--- src/rtl/rot_pkg.sv ---
// Shared types and constants for the multi-cycle byte rotate engine.
package rot_pkg;

    localparam int ROT_W        = 8;
    localparam int ROT_STEP_MAX = 3;

    typedef enum logic [1:0] {
        IDLE = 2'd0,
        ROT  = 2'd1,
        DONE = 2'd2
    } rot_state_t;

endpackage

--- src/rtl/rotate_sequencer_leftshift.sv ---
// leftShift: 8-bit rotate-left by 0..3 positions, selected by a 2-bit control.
module leftShift
    import rot_pkg::*;
(
    input  logic [ROT_W-1:0] I,
    input  logic [1:0]       shift,
    output logic [ROT_W-1:0] out
);

    // Pure combinational rotate; bits leaving the MSB re-enter at the LSB.
    always_comb begin
        out = I;
        case (shift)
            2'd0: out = I;
            2'd1: out = {I[ROT_W-2:0], I[ROT_W-1]};
            2'd2: out = {I[ROT_W-3:0], I[ROT_W-1:ROT_W-2]};
            2'd3: out = {I[ROT_W-4:0], I[ROT_W-1:ROT_W-3]};
            default: out = I;
        endcase
    end

endmodule

--- src/rtl/rotate_sequencer.sv ---
// rotate_sequencer: rotates a byte left by (amt mod 8) using repeated passes
// of at most three positions through a single leftShift instance.
// Jobs are accepted in IDLE, iterated in ROT and presented in DONE; there is
// no overlap between consecutive jobs.
module rotate_sequencer
    import rot_pkg::*;
(
    input  logic             clk,
    input  logic             rst,
    input  logic             in_valid,
    output logic             in_ready,
    input  logic [ROT_W-1:0] in_data,
    input  logic [4:0]       in_amt,
    output logic             out_valid,
    input  logic             out_ready,
    output logic [ROT_W-1:0] out_data,
    output logic [1:0]       out_passes
);

    rot_state_t       state_q, state_d;
    logic [ROT_W-1:0] data_q, data_d;
    logic [2:0]       rem_q, rem_d;
    logic [1:0]       passes_q, passes_d;

    logic [1:0]       step;
    logic [2:0]       rem_after;
    logic [ROT_W-1:0] rot_out;

    // Largest pass the rotator can do is three positions; clamp the remainder.
    always_comb begin
        step      = (rem_q > 3'(ROT_STEP_MAX)) ? 2'(ROT_STEP_MAX) : rem_q[1:0];
        rem_after = rem_q - {1'b0, step};
    end

    leftShift u_rot (
        .I     (data_q),
        .shift (step),
        .out   (rot_out)
    );

    // Next-state, datapath updates and handshake decode.
    always_comb begin
        state_d  = state_q;
        data_d   = data_q;
        rem_d    = rem_q;
        passes_d = passes_q;
        case (state_q)
            IDLE: begin
                if (in_valid) begin
                    data_d   = in_data;
                    rem_d    = in_amt[2:0];
                    passes_d = 2'd0;
                    state_d  = (in_amt[2:0] == 3'd0) ? DONE : ROT;
                end
            end
            ROT: begin
                data_d   = rot_out;
                rem_d    = rem_after;
                passes_d = passes_q + 2'd1;
                if (rem_after == 3'd0) begin
                    state_d = DONE;
                end
            end
            DONE: begin
                if (out_ready) begin
                    state_d = IDLE;
                end
            end
            default: state_d = IDLE;
        endcase
    end

    // State and datapath registers; reset discards any in-flight job.
    always_ff @(posedge clk) begin
        if (rst) begin
            state_q  <= IDLE;
            data_q   <= '0;
            rem_q    <= '0;
            passes_q <= '0;
        end else begin
            state_q  <= state_d;
            data_q   <= data_d;
            rem_q    <= rem_d;
            passes_q <= passes_d;
        end
    end

    // Outputs depend only on registered state, never on live inputs.
    always_comb begin
        in_ready   = (state_q == IDLE);
        out_valid  = (state_q == DONE);
        out_data   = data_q;
        out_passes = passes_q;
    end

endmodule

--- config.mk ---
export PLATFORM = sky130hd
export DESIGN_NAME = rotate_sequencer
export DESIGN_NICKNAME = d
export VERILOG_FILES = /design/src/rtl/rot_pkg.sv /design/src/rtl/rotate_sequencer_leftshift.sv /design/src/rtl/rotate_sequencer.sv
export SDC_FILE = /design/constraint.sdc
export NUM_CORES = 1
export LEC_CHECK = 0
export CORE_ASPECT_RATIO = 1.25
export CORE_MARGIN = 10
export CORE_UTILIZATION = 43
export DETAILED_ROUTE_END_ITERATION = 10
export GPL_TIMING_DRIVEN = 0
export HOLD_SLACK_MARGIN = 0.05
export PLACE_DENSITY = 0.78
export SETUP_SLACK_MARGIN = 0.3
export SLEW_MARGIN = 10
export SYNTH_ARGS = -nofsm -noshare
export SYNTH_HDL_FRONTEND = slang
export SYNTH_SLANG_ARGS = --single-unit
--- constraint.sdc ---
create_clock -name clk -period 1.38 [get_ports clk]
set_input_delay 0.345 -clock clk [delete_from_list [all_inputs] [get_ports clk]]
set_output_delay 0.345 -clock clk [all_outputs]
set_load 0.01 [all_outputs]
==> summary.txt <==
Routing
  – Via count: 1187
  – Post-Route WL: 3.42 mm
  – Via/cell ratio: 5.71
  – Routed Antenna Nets: 0
  – 1st-iter DRT viols: 140
  – DR DRC count: 0
  – Routed len/inst: 16.5 µm
  – First drt pass iteration count: 4

Timing
  – Fin. max-slew vios: 0
  – Unrepaired setup endpoints after global routing: yes
  – Slack of the critical path: -0.00462 ns
  – Period utilisation layout: 100%
  – Sum Neg Setup Slack: -0.00546 ns
  – Slew HR: 63.1%
  – Max Freq: 722 MHz
  – Minimum clock period: 1.38 ns
  – Final Skew: 0.00294 ns
  – Hold Fails Final Rpt: 0
  – Final setup viols: 2
  – Hold_ws: 0.483 ns
  – Worst slew pin tran: ~0.55 ns

Global route
  – Vias in the first global route: 1179
  – Largest net degree at the start of global routing: 11
  – Initial antenna violation count: 0
  – All-Layer GR Usage: between 10 and 15%
  – Global-route wire length before repair: 5.33 mm
  – Grt total ovfl: 0

Critical path
  – Startpoint Class: flop
  – Setup crit end kind: flop
  – Worst Path Max Fanout: 4
  – Critical path origin: rem_q[1]
  – Worst EP arrival: 1.61 ns
  – Reg-to-reg critical path startpoint: rem_q[1]
  – Setup CP Type: reg2reg
  – Crit path required time: 1.60 ns

Layout
  – Share of cells above drive strength 1: 42.9%
  – Commonest cells after routing, fill and taps aside: 19 x buf_6, 16 x buf_4, 12 x nand2_1, 12 x clkdlybuf4s50_1, 8 x dfxtp_4
  – Multi-input gate area in the final layout: ~720 µm²
  – Final Core Density: a little under 70%
  – Final #Nets: 194
  – Area Growth Syn to Fin: 54.5%
  – Most common cell after layout, fill and taps aside: buf_6
  – Non-filler cells, final: roughly 210
  – Register area: roughly 340 µm²
  – FILL cells: 196
  – Diodes inserted: 0

Yosys
  – Mapped Area: 1070 µm²
  – Yosys cell types: 39
  – Mapped Cells: 128
  – Sequential share of the synthesized area: 28.1%
  – Main synth FF type: dfxtp_1
  – Avg Cell Area, Syn: 8.36 µm²
  – Synth warnings: 0
  – Asr flop ratio synth: 0%
  – Synth Register Bits: 15
  – Synthesized Nets: between 100 and 150
  – Post-synth EDFFs: 0

Clock tree
  – Clk Latency, worst-skew pair: between 0.2 and 0.3 ns
  – Num CTS Buffers: 3
  – Clk pin slew, worst setup/hold paths: 0.10 ns
  – CTS root buf: clkbuf_4
  – CTS tree: built
  – Clock Tree Buf Depth: 2
  – Clock sink count: 15
  – H-tree levels: 1

Floorplanning
  – Core Footprint: around 2400 µm²
  – Row count: 20
  – I/O pins: 29
  – Die width: between 60 and 70 µm
  – Initial core utilization: 44.5%
  – Die Area: 4900 µm²
  – Die H: 75.8 µm

Placed design
  – # placed instances: 186
  – DPL Wire Length: approximately 2.2 mm
  – Port buffer count: 25
  – GPL Wtd Cong: 0.868

Min path
  – Hold WC Path Type: in2reg
  – Hold path start: rst

Power and ir drop
  – Int Pwr: 1.12 mW
  – Switch share: between 30 and 40%
  – Clk pwr share: 14.9%
  – Max IR drop VDD: 670 µV
  – P_leak: 0.624 nW
  – Gate power share: a little over half
  – Pwr Density: 1090 nW/µm²
  – Power Total: 1.80 mW
  – Psw: around 0.68 mW
  – Sequential fraction of design power: 32.3%

Status
  – Failing checks: negative setup slack
  – Status: complete, but fails checks

Run
  – Maxcap violations: 0
[layout make-up]
cell class	count	share of cell area [%]
Sequential cell	15	20.5
Tap cell	33	2.50
Inverter	5	1.14
Clock inverter	1	0.303
Timing Repair Buffer	43	24.6
Multi-Input combinational cell	98	43.8
Clock buffer	3	1.36
Buffer	10	5.75
[critical path, stage by stage (launching register included)]
cell and delay, ns:
dfxtp_2 0.34, buf_6 0.12, buf_6 0.11, nand2b_4 0.14, ha_4 0.18, nor2_4 0.07, mux2i_1 0.08, o22ai_1 0.14
nor2b_1 0.14
[power by group through the flow]
stage | Sequential (mW) | Clock [mW] | Combinational [mW]
after floorplan | 0.597 | 0 | 0.465
after global placement | 0.594 | 0 | 0.713
after detailed placement | 0.598 | 0 | 0.726
after CTS | 0.580 | 0.274 | 0.899
after global routing | 0.592 | 0.288 | 1.03
final | 0.583 | 0.269 | 0.951
[cells in the mapped netlist (2+ instances only)]
library cell | instances | area (µm²)
nor2_1 | 9 | 33.8
o2bb2ai_1 | 3 | 26.3
a21oi_1 | 6 | 30.0
a31oi_1 | 6 | 37.5
buf_2 | 3 | 15.0
o311ai_0 | 2 | 17.5
buf_6 | 4 | 45.0
nor2b_1 | 2 | 12.5
o31ai_1 | 2 | 15.0
o21ai_0 | 5 | 25.0
inv_1 | 5 | 18.8
mux2i_1 | 4 | 40.0
or2_1 | 2 | 12.5
or2_2 | 2 | 12.5
nand2_1 | 12 | 45.0
nand4_1 | 5 | 31.3
nand2b_1 | 5 | 31.3
a32o_1 | 5 | 50.1
nor3b_1 | 6 | 45.0
dfxtp_1 | 15 | 300
buf_4 | 2 | 15.0
nand3_1 | 6 | 30.0
[cell families (layout without fill, tap and decap cells)]
family / Yosys count / after routing / synth area share, %
buf+inv: 15 / 62 / 9.12
mux: 5 / 5 / 4.80
flops: 15 / 15 / 28.1
simple gates: 57 / 57 / 32.6
compound gates: 35 / 35 / 24.2
fa+ha+maj: 1 / 1 / 1.17
[state kept, by name (all words and copies together) (netlist names)]
name / flops
out_data: 8
out_passes: 2
rem_q: 3
state_q: 2
[what timing repair did]
item,4_1_cts,5_1_grt
setup endpoints to repair,27,27
pin swaps,6,0
buffers inserted,18,0
resized for setup,85,9
hold buffers,0,0
[through the flow]
step	area (µm²)	setup WS, ns
floorplan	1100	0.0885
global placement	1400	-0.353
detailed placement	1400	-0.375
CTS	1620	0.00997
global route	1650	-0.0843
finish	1650	-0.00462
[worst paths after layout]
path,to,slack (ns),depth (start not counted)
worst min-delay path,out_passes[0],0.48,2
worst min register to register,out_data[0],0.51,1
worst max register to register,rem_q[2],-0.005,8
worst max-delay path,rem_q[2],-0.005,8
[metal layers]
layer	vias up	GRT usage, %	wire (µm)
met4	0	7.62	53
met3	6	0.735	160
met2	45	24.3	1840
met5	-	0	0
li1	571	-	-
met1	565	15.7	1370
(Power assumes the default switching activity.)
